[src/rtl/alsu_accumulator_ctrl_if.sv]
// Command / ALSU / result bundle for alsu_accumulator_ctrl.
//   master : sequencer plus the combinational ALSU (drives cmd_*, alu_f/alu_cout, res_ready)
//   slave  : the controller (drives cmd_ready, alu_a/b/cin/s, res_*, acc)
// Signals:
//   cmd_valid/cmd_ready, cmd_op[3:0], cmd_a, cmd_b, cmd_cin, cmd_src_acc : command handshake
//   alu_a, alu_b, alu_cin, alu_s[3:0] : registered ALSU inputs
//   alu_f, alu_cout                   : ALSU outputs
//   res_valid/res_ready, res_data, res_cout, res_zero : result buffer head
//   acc                               : current accumulator
interface alsu_accumulator_ctrl_if #(
    parameter int unsigned WIDTH = 4
);
    logic             cmd_valid;
    logic             cmd_ready;
    logic [3:0]       cmd_op;
    logic [WIDTH-1:0] cmd_a;
    logic [WIDTH-1:0] cmd_b;
    logic             cmd_cin;
    logic             cmd_src_acc;

    logic [WIDTH-1:0] alu_a;
    logic [WIDTH-1:0] alu_b;
    logic             alu_cin;
    logic [3:0]       alu_s;
    logic [WIDTH-1:0] alu_f;
    logic             alu_cout;

    logic             res_valid;
    logic             res_ready;
    logic [WIDTH-1:0] res_data;
    logic             res_cout;
    logic             res_zero;

    logic [WIDTH-1:0] acc;

    modport master (
        output cmd_valid, cmd_op, cmd_a, cmd_b, cmd_cin, cmd_src_acc,
        input  cmd_ready,
        input  alu_a, alu_b, alu_cin, alu_s,
        output alu_f, alu_cout,
        input  res_valid, res_data, res_cout, res_zero,
        output res_ready,
        input  acc
    );

    modport slave (
        input  cmd_valid, cmd_op, cmd_a, cmd_b, cmd_cin, cmd_src_acc,
        output cmd_ready,
        output alu_a, alu_b, alu_cin, alu_s,
        input  alu_f, alu_cout,
        output res_valid, res_data, res_cout, res_zero,
        input  res_ready,
        output acc
    );
endinterface

[src/rtl/alsu_accumulator_ctrl.sv]
// Command-issue and writeback stage around the 4-bit combinational ALSU.
// A command is registered onto the ALSU inputs on accept (IDLE), the ALSU settles for one
// full cycle (EXEC), and its F/Cout is captured into the accumulator and an in-order result
// FIFO. Ops 1110 (CLR) and 1111 (READ) are handled internally and ignore the ALSU output.
// Ports:
//   clk  : rising-edge clock
//   rst  : synchronous active-high reset
//   bus  : alsu_accumulator_ctrl_if.slave (command, ALSU, result and accumulator signals)
module alsu_accumulator_ctrl #(
    parameter int unsigned WIDTH = 4,
    parameter int unsigned DEPTH = 2
) (
    input logic                     clk,
    input logic                     rst,
    alsu_accumulator_ctrl_if.slave  bus
);
    localparam int unsigned AW = $clog2(DEPTH);
    localparam logic [AW:0] CountFull = (AW + 1)'(DEPTH);
    localparam logic [3:0]  OpClr  = 4'b1110;
    localparam logic [3:0]  OpRead = 4'b1111;

    if (WIDTH != 4 || DEPTH < 2 || (DEPTH & (DEPTH - 1)) != 0) begin : g_bad_params
        $error("alsu_accumulator_ctrl: WIDTH must be 4 and DEPTH a power of 2 >= 2");
    end

    typedef enum logic [0:0] {StIdle, StExec} state_e;

    state_e           state_q;
    logic [WIDTH-1:0] acc_q;
    logic [WIDTH-1:0] alu_a_q;
    logic [WIDTH-1:0] alu_b_q;
    logic             alu_cin_q;
    logic [3:0]       alu_s_q;

    logic [WIDTH-1:0] buf_data_q [DEPTH];
    logic             buf_cout_q [DEPTH];
    logic             buf_zero_q [DEPTH];
    logic [AW-1:0]    wr_ptr_q;
    logic [AW-1:0]    rd_ptr_q;
    logic [AW:0]      count_q;

    logic             accept;
    logic             push;
    logic             pop;
    logic [WIDTH-1:0] exec_data;
    logic             exec_cout;
    logic [WIDTH-1:0] exec_acc;

    // Only one command is ever in flight, so checking free space at accept is enough to
    // guarantee the EXEC push always has room.
    assign bus.cmd_ready = !rst && (state_q == StIdle) && (count_q < CountFull);
    assign accept        = bus.cmd_valid && bus.cmd_ready;
    assign push          = (state_q == StExec);
    assign pop           = bus.res_valid && bus.res_ready;

    // alu_s_q doubles as the registered op code.
    always_comb begin
        exec_data = bus.alu_f;
        exec_cout = bus.alu_cout;
        exec_acc  = bus.alu_f;
        if (alu_s_q == OpClr) begin
            exec_data = '0;
            exec_cout = 1'b0;
            exec_acc  = '0;
        end else if (alu_s_q == OpRead) begin
            exec_data = acc_q;
            exec_cout = 1'b0;
            exec_acc  = acc_q;
        end
    end

    always_ff @(posedge clk) begin
        if (rst) begin
            state_q   <= StIdle;
            acc_q     <= '0;
            alu_a_q   <= '0;
            alu_b_q   <= '0;
            alu_cin_q <= 1'b0;
            alu_s_q   <= '0;
            wr_ptr_q  <= '0;
            rd_ptr_q  <= '0;
            count_q   <= '0;
            for (int i = 0; i < int'(DEPTH); i++) begin
                buf_data_q[i] <= '0;
                buf_cout_q[i] <= 1'b0;
                buf_zero_q[i] <= 1'b0;
            end
        end else begin
            if (pop) begin
                rd_ptr_q <= rd_ptr_q + 1'b1;
            end

            case ({push, pop})
                2'b10:   count_q <= count_q + 1'b1;
                2'b01:   count_q <= count_q - 1'b1;
                default: count_q <= count_q;
            endcase

            unique case (state_q)
                StIdle: begin
                    if (accept) begin
                        alu_a_q   <= bus.cmd_src_acc ? acc_q : bus.cmd_a;
                        alu_b_q   <= bus.cmd_b;
                        alu_cin_q <= bus.cmd_cin;
                        alu_s_q   <= bus.cmd_op;
                        state_q   <= StExec;
                    end
                end
                StExec: begin
                    buf_data_q[wr_ptr_q] <= exec_data;
                    buf_cout_q[wr_ptr_q] <= exec_cout;
                    buf_zero_q[wr_ptr_q] <= (exec_data == '0);
                    wr_ptr_q             <= wr_ptr_q + 1'b1;
                    acc_q                <= exec_acc;
                    state_q              <= StIdle;
                end
                default: state_q <= StIdle;
            endcase
        end
    end

    assign bus.alu_a     = alu_a_q;
    assign bus.alu_b     = alu_b_q;
    assign bus.alu_cin   = alu_cin_q;
    assign bus.alu_s     = alu_s_q;
    assign bus.acc       = acc_q;
    assign bus.res_valid = (count_q != '0);
    assign bus.res_data  = buf_data_q[rd_ptr_q];
    assign bus.res_cout  = buf_cout_q[rd_ptr_q];
    assign bus.res_zero  = buf_zero_q[rd_ptr_q];
endmodule

[src/flat_wrapper.sv]
// flat-port wrapper written by rule: the top's interface ports become plain ports
module alsu_accumulator_ctrl_flat 
#(
    parameter int unsigned WIDTH = 4,
    parameter int unsigned DEPTH = 2
)
  (clk, rst, bus_cmd_valid, bus_cmd_op, bus_cmd_a, bus_cmd_b, bus_cmd_cin, bus_cmd_src_acc, bus_cmd_ready, bus_alu_a, bus_alu_b, bus_alu_cin, bus_alu_s, bus_alu_f, bus_alu_cout, bus_res_valid, bus_res_data, bus_res_cout, bus_res_zero, bus_res_ready, bus_acc);
  alsu_accumulator_ctrl_if #(.WIDTH(WIDTH)) bus_i ();
  input logic clk;
  input logic rst;
  input wire logic [$bits(bus_i.cmd_valid)-1:0] bus_cmd_valid;
  input wire logic [$bits(bus_i.cmd_op)-1:0] bus_cmd_op;
  input wire logic [$bits(bus_i.cmd_a)-1:0] bus_cmd_a;
  input wire logic [$bits(bus_i.cmd_b)-1:0] bus_cmd_b;
  input wire logic [$bits(bus_i.cmd_cin)-1:0] bus_cmd_cin;
  input wire logic [$bits(bus_i.cmd_src_acc)-1:0] bus_cmd_src_acc;
  output wire logic [$bits(bus_i.cmd_ready)-1:0] bus_cmd_ready;
  output wire logic [$bits(bus_i.alu_a)-1:0] bus_alu_a;
  output wire logic [$bits(bus_i.alu_b)-1:0] bus_alu_b;
  output wire logic [$bits(bus_i.alu_cin)-1:0] bus_alu_cin;
  output wire logic [$bits(bus_i.alu_s)-1:0] bus_alu_s;
  input wire logic [$bits(bus_i.alu_f)-1:0] bus_alu_f;
  input wire logic [$bits(bus_i.alu_cout)-1:0] bus_alu_cout;
  output wire logic [$bits(bus_i.res_valid)-1:0] bus_res_valid;
  output wire logic [$bits(bus_i.res_data)-1:0] bus_res_data;
  output wire logic [$bits(bus_i.res_cout)-1:0] bus_res_cout;
  output wire logic [$bits(bus_i.res_zero)-1:0] bus_res_zero;
  input wire logic [$bits(bus_i.res_ready)-1:0] bus_res_ready;
  output wire logic [$bits(bus_i.acc)-1:0] bus_acc;
  assign bus_i.cmd_valid = bus_cmd_valid;
  assign bus_i.cmd_op = bus_cmd_op;
  assign bus_i.cmd_a = bus_cmd_a;
  assign bus_i.cmd_b = bus_cmd_b;
  assign bus_i.cmd_cin = bus_cmd_cin;
  assign bus_i.cmd_src_acc = bus_cmd_src_acc;
  assign bus_cmd_ready = bus_i.cmd_ready;
  assign bus_alu_a = bus_i.alu_a;
  assign bus_alu_b = bus_i.alu_b;
  assign bus_alu_cin = bus_i.alu_cin;
  assign bus_alu_s = bus_i.alu_s;
  assign bus_i.alu_f = bus_alu_f;
  assign bus_i.alu_cout = bus_alu_cout;
  assign bus_res_valid = bus_i.res_valid;
  assign bus_res_data = bus_i.res_data;
  assign bus_res_cout = bus_i.res_cout;
  assign bus_res_zero = bus_i.res_zero;
  assign bus_i.res_ready = bus_res_ready;
  assign bus_acc = bus_i.acc;
  alsu_accumulator_ctrl #(.WIDTH(WIDTH), .DEPTH(DEPTH)) u_core (.clk(clk), .rst(rst), .bus(bus_i));
endmodule
[config.mk]
export PLATFORM = sky130hd
export DESIGN_NAME = alsu_accumulator_ctrl_flat
export DESIGN_NICKNAME = d
export VERILOG_FILES = /design/src/rtl/alsu_accumulator_ctrl_if.sv /design/src/rtl/alsu_accumulator_ctrl.sv /design/src/flat_wrapper.sv
export SDC_FILE = /design/constraint.sdc
export NUM_CORES = 1
export LEC_CHECK = 0
export CORE_ASPECT_RATIO = 1.5
export CORE_UTILIZATION = 45
export DETAILED_ROUTE_END_ITERATION = 12
export PLACE_DENSITY = 0.86
export SYNTH_ARGS = -nofsm -noshare
export SYNTH_HDL_FRONTEND = slang
export SYNTH_SLANG_ARGS = --single-unit
[constraint.sdc]
create_clock -name clk -period 2.27 [get_ports clk]
set_input_delay 0.681 -clock clk [delete_from_list [all_inputs] [get_ports clk]]
set_output_delay 0.681 -clock clk [all_outputs]
set_load 0.02 [all_outputs]
==> results.md <==
- Final Cycle Share: 95.3%
- Fmax: about 0.46 GHz
- Number of port buffers: between 40 and 50
- Comb pwr share: a little over a quarter
- Synthesized flop and latch total: 35
- P_leak: between 0.8 and 0.9 nW
- Top cell type by total area after synthesis: dfxtp_1
- Remaining antenna violation count: 0
- Clk pwr share: 30.0%
- Worst Max-Slew Pin Slew: around 0.40 ns
- CTS Root Cell: clkbuf_8
- Register area share after synthesis: a little over half
- Die area: approximately 0.0036 mm^2
- Yosys top cell area share: between 30% and 40%
- Final hold violations: 0
- Finished Cell Area: 0.00210 mm^2
- Vias in the first global route: 1,244
- Worst-path clk slew: 0.06 ns
- Post-synthesis async set-or-reset flop share: 0%
- Hold slack: 0.469 ns
- Clock sink count: 35
- Synthesized net count: between 150 and 200
- Clock skew: between 0.004 and 0.005 ns
- Synth Warn #: 0
- Area occupied by multi-input gates: 583 um^2
- Total Wirelength: approximately 3200 um
- Synth Instances: ~150
- DP Area: about 0.0020 mm^2
- Startpoint types: flip-flop
- Pin count of the biggest net entering global routing: 28
- Wire per inst: approximately 14 um
- Setup violations, final: 0
- Via/cell ratio: between 5 and 6
- RePlAce Congestion: roughly 0.83
- Status: completed
- Largest cells by area after synthesis: dfxtp_1 (31%), edfxtp_1 (24%), nand2_1 (4.8%), nor2_1 (4.8%), a21oi_1 (4.7%)
- Hold Buf Count CTS: 0
- Sequential power share: a little over two fifths
- Storage cell area: between 800 and 900 um^2
- Starting Density: 47.3%
- Cells along the critical path: or2_2 -> clkdlybuf4s50_1
- PD cells: approximately 850 mW/mm^2
- Synthesized area per cell: between 10 and 15 um^2
- Initial DRC Count: 34
- Worst slack, placed: -0.327 ns
- Core area: ~0.0032 mm^2
- Switching share of power: 28.0%
- Fin. max-slew vios: 0
- Number of synthesized flops with an enable pin: 12
- CP Max Fanout: 6
- Distinct cells, synth: 31
- Period minus WS final: between 2 and 2.5 ns
- Max clock buf depth: 2
- Final #Nets: 220
- DP Wirelength: 2440 um
- Setup CP Type: flip-flop to primary output
- Clk_lat worst skew: between 0.2 and 0.3 ns
- Rows: 25
- Max incr delay on CP: roughly 0.54 ns
- Layout cells sized above 1: 12.2%
- Global-route wire length before repair: roughly 5300 um
- # IOs: 48
- CTS tree: done
- # diodes: 0
- DR vias: between 1,000 and 1,500
- Max H-tree Level: 2
- Synth Flop Type: dfxtp_1
- DRC Markers: 0
- RSZ-0062 raised after global routing: false
- Synthesis-to-layout area growth: 40.2%
- CP required: 1.59 ns
- Buffers & Inverters on Critical Path: 1
- Die X: about 49 um
- Worst EP arrival: between 1 and 1.5 ns
- Int Pwr: ~1.3 mW
- VDD IR max: approximately 0.0005 V
- Drt first pass iters: 4
- Post-CTS setup buffers: 0
- Fill count: ~260
- CP Capture Type: primary output
- Slew margin rel.: between 70% and 80%
- Hold WC Path Type: flip-flop to flip-flop
- CP max stage cell: clkdlybuf4s50_1
- NetSw: between 0.5 and 0.6 mW
- GRT overflow: 0
- Die Height: 72.6 um
- Final worst slack: 0.106 ns
- Top cell family by delay on the critical path: buffers and inverters
- Antenna violations before repair: 0
- Num CTS Buffers: 5
- Cell Area, Synth: around 0.0015 mm^2
- GRT Overall Usage: about a fifth
- Max-cap violations: 0
==> layout by cell type (no fill, tap or decap), types with 2 or more instances in the layout <==
cell             instances
clkdlybuf4s50_1         40
dfxtp_1                 22
nand2_1                 19
nor2_1                  19
a21oi_1                 14
edfxtp_1                12
mux2_2                   6
o21ai_0                  5
nand3_1                  5
clkbuf_8                 5
dlymetal6s2s_1           5
buf_4                    5
mux2i_1                  4
a211oi_1                 4
a22oi_1                  4
nor3_1                   3
or3_1                    3
xnor2_1                  3
inv_1                    2
==> worst register-to-register path, stage by stage (launching register included) <==
cell and delay [ns]:
dfxtp_1 0.33, buf_4 0.16, inv_1 0.11, or3_1 0.40
nand2b_1 0.26
==> metal layers <==
layer,vias up,global-route usage [%],wire (um)
met1,568,19.9,1170
met2,58,35.6,1750
met4,0,10.8,69
met5,-,0,0
li1,610,-,-
met3,7,8.13,238
==> registers in the layout, indices dropped and copies added, names as in the netlist, named ones only <==
register,cells
u_core.buf_data_q,8
u_core.bus.acc,4
u_core.bus.alu_a,4
u_core.bus.alu_b,4
u_core.bus.alu_s,4
u_core.buf_cout_q,2
u_core.buf_zero_q,2
u_core.count_q,2
u_core.bus.alu_cin,1
u_core.push,1
u_core.rd_ptr_q,1
u_core.wr_ptr_q,1
==> power groups by stage <==
stage               clock (mW)  combinational, mW  sequential, mW
floorplan                    0              0.278           0.799
global placement             0              0.468           0.786
global route             0.563              0.511           0.792
detailed placement           0              0.485           0.790
finish                   0.536              0.473           0.778
CTS                      0.543              0.484           0.780
==> area by class of cell <==
cell class	instances	area share, %
Sequential cell	35	39.2
Multi-Input combinational cell	99	27.8
Timing Repair Buffer	52	24.5
Clock buffer	5	3.28
Tap cell	40	2.39
Clock inverter	3	1.85
Inverter	3	0.896
==> Yosys cell counts, types with 2 or more instances <==
cell type / instances
a21oi_1: 14
mux2_2: 6
nand3_1: 5
mux2i_1: 4
clkbuf_1: 5
edfxtp_1: 12
or3_1: 3
nor2_1: 19
a22oi_1: 4
xnor2_1: 3
o21ai_0: 5
inv_1: 2
dfxtp_1: 23
nor3_1: 3
buf_6: 2
a211oi_1: 4
buf_1: 3
nand2_1: 19
==> stage by stage <==
| step | TNS [ns] | cells | power, mW | util (%) |
|---|---|---|---|---|
| after floorplan | 0 | 149 | 1.08 | - |
| final | 0 | 237 | 1.79 | 66.3 |
| after CTS | 0 | 237 | 1.81 | 66.1 |
| after detailed placement | -1.17 | 229 | 1.28 | 62.7 |
| after global placement | -0.869 | 229 | 1.25 | 62.7 |
| after global routing | 0 | 237 | 1.87 | 66.3 |
==> worst paths after layout <==
path                            start                    to  slack [ns]  cells past startpoint
setup reg to reg          u_core.push  u_core.buf_cout_q[1]        0.69                      4
hold / removal    u_core.bus.alu_b[1]   u_core.bus.alu_b[1]        0.47                      2
hold reg to reg   u_core.bus.alu_b[1]   u_core.bus.alu_b[1]        0.47                      2
setup / recovery    u_core.count_q[1]         bus_res_valid        0.11                      2
==> cell families (layout without fill, tap and decap cells) <==
| kind of cell | Yosys count | after routing | synth area share [%] |
|---|---|---|---|
| AOI/OAI and AO/OA | 31 | 31 | 12.8 |
| xor gates and xnor gates | 4 | 4 | 2.34 |
| adders and majority gates | 1 | 1 | 0.837 |
| buffers and inverters | 15 | 63 | 6.11 |
| DFF | 35 | 35 | 54.9 |
| muxes | 10 | 10 | 7.20 |
| and+or+nand+nor | 53 | 53 | 15.8 |
==> timing repair <==
action | in CTS | in global routing
gates resized for setup | 6 | 6
setup endpoints to repair | 7 | 6
hold endpoints to repair | 0 | 0
(Power assumes the default switching activity.)
